<file path="config.mk">
export PLATFORM = sky130hd
export DESIGN_NAME = fx_slave_regs
export DESIGN_NICKNAME = d
export VERILOG_FILES = /design/src/rtl/fx_slv_pkg.sv /design/src/rtl/fx_slv_fifo.sv /design/src/rtl/fx_slave_regs.sv
export SDC_FILE = /design/constraint.sdc
export NUM_CORES = 1
export LEC_CHECK = 0
export ABC_CLOCK_PERIOD_IN_PS = 3800
export BUFFER_PORTS_ARGS = -buffer_cell sky130_fd_sc_hd__buf_2
export CORE_MARGIN = 10
export CORE_UTILIZATION = 59
export CTS_CLUSTER_SIZE = 12
export DETAILED_ROUTE_END_ITERATION = 10
export PLACE_DENSITY = 0.8
export SETUP_SLACK_MARGIN = 0.2
export SLEW_MARGIN = 20
export SYNTH_ARGS = -nofsm -noshare
export SYNTH_HDL_FRONTEND = slang
export SYNTH_SLANG_ARGS = --single-unit
</file>
<file path="constraint.sdc">
create_clock -name clk_sys -period 3.8 [get_ports clk_sys]
set_input_delay 0.57 -clock clk_sys [delete_from_list [all_inputs] [get_ports clk_sys]]
set_output_delay 0.57 -clock clk_sys [all_outputs]
set_load 0.005 [all_outputs]
</file>
<file path="src/rtl/fx_slv_pkg.sv">
// Shared constants for the fx bus responder: address field widths and register offsets.
package fx_slv_pkg;

  localparam int PAGE_W = 2;
  localparam int ID_W   = 6;
  localparam int OFS_W  = 8;

  localparam logic [OFS_W-1:0] OFS_ID         = 8'h00;
  localparam logic [OFS_W-1:0] OFS_SCRATCH    = 8'h01;
  localparam logic [OFS_W-1:0] OFS_CTRL0      = 8'h02;
  localparam logic [OFS_W-1:0] OFS_CNT_LO     = 8'h10;
  localparam logic [OFS_W-1:0] OFS_CNT_HI     = 8'h11;
  localparam logic [OFS_W-1:0] OFS_CNT_CLR    = 8'h12;
  localparam logic [OFS_W-1:0] OFS_FIFO_DATA  = 8'h20;
  localparam logic [OFS_W-1:0] OFS_FIFO_LEVEL = 8'h21;
  localparam logic [OFS_W-1:0] OFS_FIFO_STAT  = 8'h22;

endpackage

</file>
<file path="src/rtl/fx_slv_fifo.sv">
// Synchronous byte FIFO drained over the fx bus; drops pushes when full and flags them.
module fx_slv_fifo #(
  parameter int DW = 8,
  parameter int AW = 4
) (
  input  logic          clk_sys,
  input  logic          rst_n,
  input  logic          push,
  input  logic [DW-1:0] wdata,
  input  logic          pop,
  output logic [DW-1:0] rdata,
  output logic [AW:0]   level,
  output logic          full,
  output logic          empty,
  output logic          ovf_set
);

  localparam int DEPTH = 1 << AW;

  logic [DW-1:0] mem [DEPTH];
  logic [AW-1:0] wr_ptr;
  logic [AW-1:0] rd_ptr;
  logic          do_push;
  logic          do_pop;

  assign full  = (level == (AW+1)'(DEPTH));
  assign empty = (level == '0);

  // A pop frees a slot in the same cycle, so a push against a full FIFO that is also popped is kept.
  assign do_pop  = pop && !empty;
  assign do_push = push && (!full || do_pop);
  assign ovf_set = push && !do_push;

  assign rdata = empty ? '0 : mem[rd_ptr];

  always_ff @(posedge clk_sys or negedge rst_n) begin
    if (!rst_n) begin
      wr_ptr <= '0;
      rd_ptr <= '0;
      level  <= '0;
    end else begin
      if (do_push) wr_ptr <= wr_ptr + 1'b1;
      if (do_pop)  rd_ptr <= rd_ptr + 1'b1;
      case ({do_push, do_pop})
        2'b10:   level <= level + 1'b1;
        2'b01:   level <= level - 1'b1;
        default: level <= level;
      endcase
    end
  end

  always_ff @(posedge clk_sys) begin
    if (do_push) mem[wr_ptr] <= wdata;
  end

endmodule

</file>
<file path="src/rtl/fx_slave_regs.sv">
// fx bus responder: control bank, event counter and drainable byte FIFO.
// Define FX_SLV_WR_ECHO_EN to echo written data on fx_q one cycle after each write hit.
module fx_slave_regs
  import fx_slv_pkg::*;
#(
  parameter logic [5:0] MOD_ID   = 6'h01,
  parameter int         NUM_CTRL = 8,
  parameter int         FIFO_AW  = 4,
  parameter logic [7:0] ID_VAL   = 8'hA5
) (
  input  logic                  clk_sys,
  input  logic                  rst_n,
  input  logic [15:0]           fx_waddr,
  input  logic                  fx_wr,
  input  logic [7:0]            fx_data,
  input  logic                  fx_rd,
  input  logic [15:0]           fx_raddr,
  output logic [7:0]            fx_q,
  output logic [8*NUM_CTRL-1:0] ctrl_bus,
  input  logic                  ev_pulse,
  input  logic [7:0]            fifo_wdata,
  input  logic                  fifo_wr,
  output logic                  fifo_full
);

  logic              wr_hit;
  logic              rd_hit;
  logic [OFS_W-1:0]  wofs;
  logic [OFS_W-1:0]  rofs;
  logic [7:0]        scratch;
  logic [7:0]        ctrl [NUM_CTRL];
  logic [15:0]       cnt;
  logic [7:0]        hi_snap;
  logic              ovf;
  logic [7:0]        rdata;
  logic [7:0]        q_next;
  logic [7:0]        fifo_rdata;
  logic [FIFO_AW:0]  fifo_level;
  logic              fifo_empty;
  logic              fifo_ovf_set;
  logic              fifo_pop;
  logic              cnt_clr;
  logic              stat_rd;

  assign wr_hit = fx_wr && (fx_waddr[15 -: PAGE_W] == '0) && (fx_waddr[OFS_W +: ID_W] == MOD_ID);
  assign rd_hit = fx_rd && (fx_raddr[15 -: PAGE_W] == '0) && (fx_raddr[OFS_W +: ID_W] == MOD_ID);
  assign wofs   = fx_waddr[OFS_W-1:0];
  assign rofs   = fx_raddr[OFS_W-1:0];

  assign fifo_pop = rd_hit && (rofs == OFS_FIFO_DATA);
  assign stat_rd  = rd_hit && (rofs == OFS_FIFO_STAT);
  assign cnt_clr  = wr_hit && (wofs == OFS_CNT_CLR);

  fx_slv_fifo #(.DW(8), .AW(FIFO_AW)) u_fifo (
    .clk_sys (clk_sys),
    .rst_n   (rst_n),
    .push    (fifo_wr),
    .wdata   (fifo_wdata),
    .pop     (fifo_pop),
    .rdata   (fifo_rdata),
    .level   (fifo_level),
    .full    (fifo_full),
    .empty   (fifo_empty),
    .ovf_set (fifo_ovf_set)
  );

  genvar g;
  generate
    for (g = 0; g < NUM_CTRL; g++) begin : g_ctrl_bus
      assign ctrl_bus[8*g +: 8] = ctrl[g];
    end
  endgenerate

  always_ff @(posedge clk_sys or negedge rst_n) begin
    if (!rst_n) begin
      scratch <= '0;
      for (int n = 0; n < NUM_CTRL; n++) ctrl[n] <= '0;
    end else if (wr_hit) begin
      if (wofs == OFS_SCRATCH) scratch <= fx_data;
      for (int n = 0; n < NUM_CTRL; n++) begin
        if (wofs == OFS_CTRL0 + 8'(n)) ctrl[n] <= fx_data;
      end
    end
  end

  // Clear beats a coincident event; the high-byte snapshot lets the host read a coherent 16-bit value.
  always_ff @(posedge clk_sys or negedge rst_n) begin
    if (!rst_n) begin
      cnt     <= '0;
      hi_snap <= '0;
    end else begin
      if (cnt_clr)       cnt <= '0;
      else if (ev_pulse) cnt <= cnt + 16'd1;
      if (rd_hit && (rofs == OFS_CNT_LO)) hi_snap <= cnt[15:8];
    end
  end

  always_ff @(posedge clk_sys or negedge rst_n) begin
    if (!rst_n)            ovf <= 1'b0;
    else if (fifo_ovf_set) ovf <= 1'b1;
    else if (stat_rd)      ovf <= 1'b0;
  end

  always_comb begin
    rdata = '0;
    case (rofs)
      OFS_ID:         rdata = ID_VAL;
      OFS_SCRATCH:    rdata = scratch;
      OFS_CNT_LO:     rdata = cnt[7:0];
      OFS_CNT_HI:     rdata = hi_snap;
      OFS_FIFO_DATA:  rdata = fifo_rdata;
      OFS_FIFO_LEVEL: rdata = 8'(fifo_level);
      OFS_FIFO_STAT:  rdata = {5'b0, ovf, fifo_full, fifo_empty};
      default: begin
        for (int n = 0; n < NUM_CTRL; n++) begin
          if (rofs == OFS_CTRL0 + 8'(n)) rdata = ctrl[n];
        end
      end
    endcase
  end

  // fx_q is ORed with other slaves on the bus, so it must be zero unless answering this module.
  always_comb begin
    q_next = rd_hit ? rdata : 8'h00;
`ifdef FX_SLV_WR_ECHO_EN
    if (wr_hit) q_next = q_next | fx_data;
`endif
  end

  always_ff @(posedge clk_sys or negedge rst_n) begin
    if (!rst_n) fx_q <= '0;
    else        fx_q <= q_next;
  end

endmodule

</file>
# --- Yosys cells after proc, flatten, opt, wreduce, memory -nomap -nowiden ---
# Memory sizes are Yosys's and may differ from the RTL's.
# Cells that the tools add are included.
word_totals:
  reg_bits: 118
  latchBits: 0
  ram_bits: 128
  mem_bits_ro: 0
  input_bits: 54
  output_inout_bits: 73
  word_cells: 100
  mem_count: 1
mem_list:
  columns: ["name", "words", "width", "rd", "rd_ports_with_merged_regs", "wr", "line_no", "rtl"]
  rows:
  - ["u_fifo.mem", 16, 8, 1, 0, 1, "fx_slv_fifo.sv:20", "logic [DW-1:0] mem [DEPTH];"]
op_classes:
  add_sub_neg: 5
  n_mul: 0
  n_div: 0
  order_cmp: 0
  n_eq_ne: 29
  shifts: 0
  n_mux: 18
  bitwise_logic: 0
  n_reduce_logical: 31
ops:
  columns: ["operator", "n"]
  rows:
  - ["$mux W8", 10]
  - ["$eq A8 B3 Y1 const B", 8]
  - ["$pmux W8 S7", 1]
  - ["$eq A8 B2 Y1 const B", 4]
  - ["$eq A8 B4 Y1 const B", 4]
  - ["$mux W16", 2]
  - ["$eq A8 B5 Y1 const B", 3]
  - ["$eq A8 B6 Y1 const B", 3]
  - ["$reduce_and A2 Y1", 9]
  - ["$add A16 B1 Y16 const B", 1]
  - ["$eq A8 B1 Y1 const B", 2]
  - ["$eq A6 B1 Y1 const B", 2]
  - ["$logic_and A1 B1 Y1", 11]
  - ["$pmux W5 S2", 1]
  - ["$add A4 B1 Y4 const B", 2]
  - ["$logic_not A8 Y1", 1]
  - ["$reduce_bool A2 Y1", 3]
  - ["$add A5 B1 Y5 const B", 1]
  - ["$eq A5 B5 Y1 const B", 1]
  - ["$logic_not A5 Y1", 1]
  - ["$sub A5 B1 Y5 const B", 1]
  - ["$logic_not A2 Y1", 2]
  - ["$mux W1", 4]
  - ["$logic_not A1 Y1", 3]
  - ["3 further kinds", 3]

# --- Depth between registers and ports, before layout ---
# Gate-level depths: netlist of run 1.
depth:
  depth_word: 11
  depth_mapped: 13
  mapped_depth_nobuf: 12

# --- By module ---
# From an unflattened synthesis of run 1, not the netlist that was laid out.
unflattened:
  cells_unflattened: 750
  hier_area_um2: 11104.4
modules_own_cells:
  columns: ["module", "instances", "cells_each", "area_each_um2", "seq_area_each_um2"]
  rows:
  - ["fx_slv_fifo", 1, 304, 5820.6, 4169.0]
  - ["fx_slave_regs", 1, 446, 5283.8, 2627.5]

# --- Worst setup path after synthesis of run 1 ---
# Ideal clock, no wire load.
synth_timing:
  kind: "input to register"
  startpoint: "in fx_raddr[6]"
  endpoint: "reg u_fifo.level[4]"
  setup_ps: 124
  t_arrival_ps: 3261
  required_time_ps: 3676
  slack_ps: 414
  path_stages: 13
  path_buffers: 1
  cell_sequence: "buf_2 or4b_4 a211oi_4 a21oi_2 nor2b_2 inv_2 ha_1 fa_1 a21o_1 a21oi_1 xor2_1 nor2_1 xnor2_1"
synth_between:
  elab_chain_cells: 7
  word_cells_on_any_way: 9
  cone_classes: "eq/ne (3); mux (1); reduce/logical (5)"
synth_rtl:
  columns: ["element", "line_no", "rtl"]
  rows:
  - ["start: declaration", "fx_slave_regs.sv:17", "input logic [15:0] fx_raddr,"]
  - ["$eq A8 B6 Y1 *", "fx_slave_regs.sv:50", "assign fifo_pop = rd_hit && (rofs == OFS_FIFO_DATA);"]
  - ["$logic_and A1 B1 Y1 *", "fx_slave_regs.sv:50", null]
  - ["$logic_and A1 B1 Y1 *", "fx_slv_fifo.sv:30", "assign do_pop = pop && !empty;"]
  - ["$logic_or A1 B1 Y1", "fx_slv_fifo.sv:31", "assign do_push = push && (!full || do_pop);"]
  - ["$logic_and A1 B1 Y1", "fx_slv_fifo.sv:31", null]
  - ["$eq A2 B1 Y1 / $eq A2 B2 Y1 (equally long branches)", "fx_slv_fifo.sv:44", "case ({do_push, do_pop})"]
  - ["$pmux W5 S2 / $reduce_bool A2 Y1 (equally long branches)", null, null]
  - ["end signal: assignment", "fx_slv_fifo.sv:45", "2'b10: level <= level + 1'b1;"]
  - ["end signal: assignment", "fx_slv_fifo.sv:46", "2'b01: level <= level - 1'b1;"]
  - ["end signal: assignment", "fx_slv_fifo.sv:47", "default: level <= level;"]
  - ["end: declaration", "fx_slv_fifo.sv:12", "output logic [AW:0] level,"]
# Every way passes the cells marked *; elsewhere a longest branch is shown, timed or not.
# A chain may end at the register's enable or synchronous reset.

# --- Worst setup path after layout of run 1 ---
layout_timing:
  startpoint: "reg u_fifo.level[1]"
  endpoint: "reg u_fifo.level[4]"
layout_between:
  elab_chain_cells: 7
  word_cells_on_any_way: 13
  cone_classes: "add/sub (2); eq/ne (3); mux (1); reduce/logical (7)"
layout_rtl:
  columns: ["element", "line_no", "rtl"]
  rows:
  - ["$logic_not A5 Y1", "fx_slv_fifo.sv:27", "assign empty = (level == '0);"]
  - ["$logic_not A1 Y1", "fx_slv_fifo.sv:30", null]
  - ["$logic_and A1 B1 Y1", "fx_slv_fifo.sv:30", null]
  - ["$logic_or A1 B1 Y1", "fx_slv_fifo.sv:31", null]
  - ["$logic_and A1 B1 Y1", "fx_slv_fifo.sv:31", null]
  - ["$eq A2 B1 Y1 / $eq A2 B2 Y1 (equally long branches)", "fx_slv_fifo.sv:44", null]
  - ["$pmux W5 S2 / $reduce_bool A2 Y1 (equally long branches)", null, null]
# Parallel ways exist; a longest one is shown, timed or not.

==> results_dict.tcl, run 1 <==
set metrics [dict create \
    crit_arrival_ns 3.72 \
    setup_violations 0 \
    yosysWarnings 0 \
    dp_hpwl_um 18800 \
    fin_crit_ns 3.31 \
    insertion_delay_ns 0.54 \
    ys.flop_type "edfxtp_1" \
    cts.clk_slew.worst_paths_ns 0.06 \
    io_buffers 126 \
    synth_largest_area_cell "edfxtp_1" \
    synthTopCellsByCount "128 x edfxtp_1, 118 x dfrtp_1, 95 x mux2_2, 46 x nor2_1, 36 x nand2_1" \
    overflow 0 \
    cts_resized 0 \
    status "finished, final reports clean" \
    max_stage_delay_ns 0.70 \
    synth_edf_count 128 \
    power_mw 6.37 \
    diodes 0 \
    finalWirelength_um 27300 \
    start_util_pct 59.6 \
    drive_gt1_share_pct 36.2 \
    die_x_um 157 \
    grt_pass1_wl_um 42800 \
    ant_nets 0 \
    fillers 1284 \
    post-place-ws_ns 0.245 \
    numCtsBuffers 26 \
    async_flop_share_pct 48.0 \
    p_leak_nw 5.36 \
    crit_path_frequent_cell "ha_1" \
    postLayoutSetupSlackWorst_ns 0.492 \
    seqCellArea_um2 6800 \
    ys_types 71 \
    core-area_um2 18600 \
    syn_nets 825 \
    rows 50 \
    routabilityCongestion 0.937 \
    worstSetupStartpointType "flip-flop" \
    die_h_um 157 \
    synth_top_area_share_pct 34.6 \
    cp_data_required_time_ns 4.22 \
    multi_input_area_um2 4100 \
    r2r_setup_slack_ns 0.49 \
    wl_per_cell_um 23.8 \
    rsz0062_at_grt "false" \
    worst_pin_slew_ns 1.02 \
    slew_violations 0 \
    num-nets-final 960 \
    skew_ns 0.0152 \
    hold_viol 0 \
    ir_drop_mv 0.436 \
    areaGrowthSynthToFinish_pct 15.9 \
    dr.pass1.iters 6 \
    relSlewSlack_pct 32.1 \
    hold_class "in2async" \
    cts_sinks 246 \
    root_buffer "clkbuf_16" \
    grt_pass1_vias 7384 \
    gr-usage-all-layers_pct 22.3 \
    ys_seq_elements 246 \
    ctsHoldBuffers 0 \
    yosysSeqAreaShare_pct 61.2 \
    tns_ns 0 \
    via_per_inst 6.27 \
    io_pins 127 \
    drt_iter0_drc 591 \
    worstSetupPathType "reg2reg" \
    crit_chain "nor4_1, nand2_1, a21oi_2, nor2b_2, inv_2, ha_1, ha_1, a21o_1, a21oi_1, xor2_1, nor2_1, xnor2_1" \
    worst_setup_path_end_kind "flip-flop" \
    drc 0 \
    netlist_area_um2 11100 \
    numPlacedInstances 1101 \
    antenna_found_initial 0 \
    period_share_pct 87.1 \
    die-area_um2 24700 \
    cts_setup_buffers 0 \
    worstPathMaxFanout 9 \
    max_freq_ghz 0.302 \
    synthCells 760 \
    power_density_nw_per_um2 495 \
    avgSynthCellArea_um2 14.6 \
    synth.most_common_cell "edfxtp_1" \
    clk_path_buf_depth 3 \
    drv_cap 0 \
    vias 7198 \
    cts_tree "built" \
    synthTopCellsByArea "edfxtp_1 35%, dfrtp_1 27%, mux2_2 9.6%" \
    htreeDepth 1 \
    grt_start_max_net_pins 57 \
    final_cells 1148 \
    crit_slowest_cell "nor4_1" \
    hold_slack_ns 0.0896 \
]
-- sequential cells by signal, summed over array words and instances, names as in the netlist --
signal	count
u_fifo.mem	128
fx_q	8
u_fifo.level	5
hi_snap	8
ovf	1
cnt	16
u_fifo.wr_ptr	4
scratch	8
u_fifo.rd_ptr	4
ctrl_bus	64
-- worst paths after layout --
| kind | startpoint | end | depth (start not counted) |
|---|---|---|---|
| setup / recovery | u_fifo.level[1]$_DFFE_PN0P_ | u_fifo.level[4]$_DFFE_PN0P_ | 12 |
| hold / removal | rst_n | scratch[4]$_DFFE_PN0P_ | 1 |
| setup reg to reg | u_fifo.level[1]$_DFFE_PN0P_ | u_fifo.level[4]$_DFFE_PN0P_ | 12 |
| hold reg to reg | hi_snap[1]$_DFFE_PN0P_ | hi_snap[1]$_DFFE_PN0P_ | 1 |
| max in group asynchronous | rst_n | ctrl_bus[19]$_DFFE_PN0P_ | 2 |
| min in group clk_sys | fifo_wr | ovf$_DFFE_PN0P_ | 2 |
-- metrics by stage --
| step | area [um2] | util (%) |
|---|---|---|
| final | 12900 | 69.1 |
| after global routing | 12900 | 69.1 |
| after CTS | 12900 | 69.1 |
| after detailed placement | 12000 | 64.6 |
| after global placement | 12000 | 64.6 |
| after floorplan | 11100 | - |
-- cell usage in the layout, fill, tap and decap left out, types with 3 or more instances in the layout --
cell type	n
clkbuf_1	11
nand3_1	19
mux4_2	34
xor2_1	11
or3_1	4
nand2b_1	5
buf_2	125
edfxtp_1	128
a221oi_1	6
mux2_2	95
nand2_1	36
clkbuf_16	26
nor2_1	46
inv_1	12
dfrtp_1	117
xnor2_1	13
and2_1	3
nor4_1	6
o22ai_1	4
o211ai_1	12
a21o_1	4
nor3_1	8
a22oi_1	5
mux2i_1	22
nand4_1	11
clkbuf_8	5
nor4b_2	3
and3_1	10
nor2b_1	11
a21oi_1	9
a22o_1	4
o221ai_1	3
and4_1	4
nor2_2	4
a31oi_1	4
o21ai_0	13
ha_1	10
buf_4	21
-- critical path, delay by kind of cell, from the launching register on --
family	cells	cell delay (ns)
buffers and inverters	1	0.16
DFF	1	0.45
and+or+nand+nor	4	1.07
xor gates and xnor gates	2	0.29
AOI/OAI and AO/OA	3	0.59
adders and majority gates	2	0.64
-- power breakdown --
| part | switching (mW) | internal, mW |
|---|---|---|
| clock | 0.999 | 1.50 |
| combinational | 0.403 | 0.264 |
| sequential | 0.180 | 3.03 |
| total | 1.58 | 4.79 |
-- area by class of cell --
cell class,count,share of cell area (%)
Clock inverter,5,0.660
Tap cell,234,2.27
Multi-Input combinational cell,461,31.8
Timing Repair Buffer,147,6.23
Clock buffer,42,5.90
Inverter,13,0.379
Sequential cell,246,52.8
-- per-layer routing --
metal	vias up	track usage (%)	share of wire (%)
li1	3185	-	-
met1	3645	28.8	40
met2	319	37.3	49
met3	49	4.39	7.8
met4	0	6.86	2.5
met5	-	0	0
-- cell families (layout without fill, tap and decap cells) --
| logic type | count (synthesis) | count (layout) | share of synthesized area, % |
|---|---|---|---|
| AO/OA/AOI/OAI | 82 | 82 | 5.38 |
| AND/OR/NAND/NOR | 191 | 191 | 9.48 |
| adder cells (fa/ha/maj) | 11 | 11 | 1.31 |
| multiplexers | 152 | 152 | 18.6 |
| flip-flops | 246 | 246 | 61.2 |
| XOR/XNOR | 25 | 25 | 2.04 |
| buffers and inverters | 53 | 207 | 2.05 |
Power figures use the tool's default switching activity.
==> inputs of run 2 (changes only) <==
--- a/config.mk
+++ b/config.mk
@@ -5,13 +5,13 @@
 export SDC_FILE = /design/constraint.sdc
 export NUM_CORES = 1
 export LEC_CHECK = 0
-export ABC_CLOCK_PERIOD_IN_PS = 3800
+export ABC_CLOCK_PERIOD_IN_PS = 2800
 export BUFFER_PORTS_ARGS = -buffer_cell sky130_fd_sc_hd__buf_2
 export CORE_MARGIN = 10
-export CORE_UTILIZATION = 59
+export CORE_UTILIZATION = 53
 export CTS_CLUSTER_SIZE = 12
 export DETAILED_ROUTE_END_ITERATION = 10
-export PLACE_DENSITY = 0.8
+export PLACE_DENSITY = 0.76
 export SETUP_SLACK_MARGIN = 0.2
 export SLEW_MARGIN = 20
 export SYNTH_ARGS = -nofsm -noshare
==> constraint.sdc (replaced) <==
create_clock -name clk_sys -period 2.8 [get_ports clk_sys]
set_input_delay 0.42 -clock clk_sys [delete_from_list [all_inputs] [get_ports clk_sys]]
set_output_delay 0.42 -clock clk_sys [all_outputs]
set_load 0.005 [all_outputs]
==> run 2 against run 1 <==
Effect of this change: clock power grew 30%; total power up 36%; first-iteration DRC count fell by 12%; cell count rose by 5.7%; sequential share of layout area down 1.3 points; sequential power is 35% higher; die area is 9.8% higher; hold slack better by 0.094 ns; combinational power rose by 61%; register-to-register slack lost 0.20 ns; wire length is 1.3% higher.
==> results_dict.tcl, run 2 (synthesized netlist as in run 1, its figures left out) <==
set metrics [dict create \
    period_share_pct 89.7 \
    endpoint "u_fifo.level[4]$_DFFE_PN0P_" \
    skew_ns 0.0137 \
    fillers 1537 \
    drv_cap 0 \
    clk_path_buf_depth 3 \
    seqCellArea_um2 6800 \
    numCtsBuffers 26 \
    htreeDepth 1 \
    final_area_um2 13200 \
    fin_crit_ns 2.51 \
    grt_pass1_vias 7475 \
    r2r_end "u_fifo.level[4]$_DFFE_PN0P_" \
    hold_viol 0 \
    grt_start_max_net_pins 53 \
    critPathLaunch "u_fifo.level[1]$_DFFE_PN0P_" \
    antenna_found_initial 0 \
    worst_setup_path_end_kind "flip-flop" \
    wl_per_cell_um 22.8 \
    final_common_cell "edfxtp_1" \
    dp_hpwl_um 19300 \
    via_per_inst 5.99 \
    regMostFlops "u_fifo.mem" \
    p_leak_nw 5.53 \
    crit_arrival_ns 2.93 \
    core-area_um2 20400 \
    cts_sinks 246 \
    overflow 0 \
    power_density_nw_per_um2 655 \
    grt_pass1_wl_um 42900 \
    worstPathMaxFanout 4 \
    start_util_pct 54.4 \
    die_x_um 165 \
    drc 0 \
    dpl_cell_area_um2 12400 \
    slew_violations 0 \
    die_h_um 165 \
    hold_slack_ns 0.183 \
    setup_violations 0 \
    num-nets-final 995 \
    cts.clk_slew.worst_paths_ns 0.06 \
    finalWirelength_um 27700 \
    gr-usage-all-layers_pct 20.2 \
    dr.pass1.iters 7 \
    root_buffer "clkbuf_16" \
    diodes 0 \
    r2r_start "u_fifo.level[1]$_DFFE_PN0P_" \
    drive_gt1_share_pct 39.6 \
    multi_input_area_um2 4140 \
    relSlewSlack_pct 40.4 \
    ant_nets 0 \
    cp_data_required_time_ns 3.22 \
    ir_drop_mv 0.554 \
    mostFrequentLayoutCells "128 x edfxtp_1, 125 x buf_2, 116 x dfrtp_1" \
    insertion_delay_ns 0.54 \
    r2r_setup_slack_ns 0.29 \
    worstSetupStartpointType "flip-flop" \
    die-area_um2 27200 \
    routabilityCongestion 0.924 \
    io_buffers 126 \
    hold_class "in2reg" \
    status "finished, final reports clean" \
    cts_tree "built" \
    drt_iter0_drc 523 \
    largest_reg_flops 128 \
    rsz0062_at_grt "true" \
    r2r_cells 12 \
    vias 7266 \
    rows 52 \
    io_pins 127 \
    worstSetupPathType "reg2reg" \
    max_freq_ghz 0.398 \
    utilization_pct 64.7 \
    areaGrowthSynthToFinish_pct 19.0 \
    worst_pin_slew_ns 0.894 \
]
run 2: changes by cell type in the layout (fill, tap and decap cells not counted), sizes merged:
cell	change
buf	+34
dlygate4sd3	+1
clkinvlp	+1
clkinv	+2
clkbuf	-8
bufinv	-1
run 2: area by class of cell:
type / count / area share [%]
Sequential cell: 246 / 51.4
Clock buffer: 34 / 5.45
Tap cell: 270 / 2.56
Multi-Input combinational cell: 461 / 31.3
Clock inverter: 7 / 0.634
Inverter: 13 / 0.369
Timing Repair Buffer: 182 / 8.27
run 2: metrics by stage:
| stage | TNS, ns | worst slack (ns) | cells | total power [mW] |
|---|---|---|---|---|
| floorplan | -0.677 | -0.265 | 760 | 4.95 |
| global placement | -0.253 | -0.168 | 1170 | 5.40 |
| detailed placement | -0.284 | -0.191 | 1170 | 5.44 |
| CTS | 0 | 0.251 | 1212 | 8.68 |
| global route | 0 | 0.110 | 1213 | 9.00 |
| finish | 0 | 0.289 | 1213 | 8.66 |
run 2: power breakdown:
part	switching, mW	internal [mW]
clock	1.36	1.89
sequential	0.233	4.11
combinational	0.599	0.466
run 2: critical path, stage by stage, from the launching register on:
cell      delay (ns)
dfrtp_1         0.39
nor4_2          0.28
buf_4           0.18
a211oi_4        0.07
buf_4           0.14
and2_4          0.16
ha_4            0.17
fa_2            0.34
a21o_1          0.18
a21oi_2         0.15
xor2_1          0.15
nor2_1          0.06
xnor2_1         0.11
run 2: worst min-delay path by stage:
stage                            from                       end  slack [ns]  cells after the start
6_report                      fifo_wr           ovf$_DFFE_PN0P_        0.18                      2
5_1_grt                       fifo_wr           ovf$_DFFE_PN0P_        0.17                      2
4_1_cts                       fifo_wr           ovf$_DFFE_PN0P_        0.16                      2
3_5_place_dp                    rst_n  ctrl_bus[42]$_DFFE_PN0P_        0.50                      1
3_3_place_gp   hi_snap[6]$_DFFE_PN0P_    hi_snap[6]$_DFFE_PN0P_        0.49                      1
2_1_floorplan                   rst_n        cnt[0]$_DFFE_PN0P_        0.12                      0
run 2: metal layers:
| layer | global-route usage [%] | vias to the layer above | wire length [um] |
|---|---|---|---|
| li1 | - | 3237 | - |
| met1 | 26.5 | 3705 | 11400 |
| met2 | 33.6 | 273 | 13600 |
| met3 | 3.58 | 51 | 1880 |
| met4 | 5.96 | 0 | 758 |
| met5 | 0 | - | 0 |
run 2: timing repair:
item | 4_1_cts | 5_1_grt
buffers inserted | 0 | 1
gates resized for setup | 0 | 4
hold buffers | 1 | 0
endpoints found under the setup margin | 0 | 2
hold endpoints to repair | 50 | 0
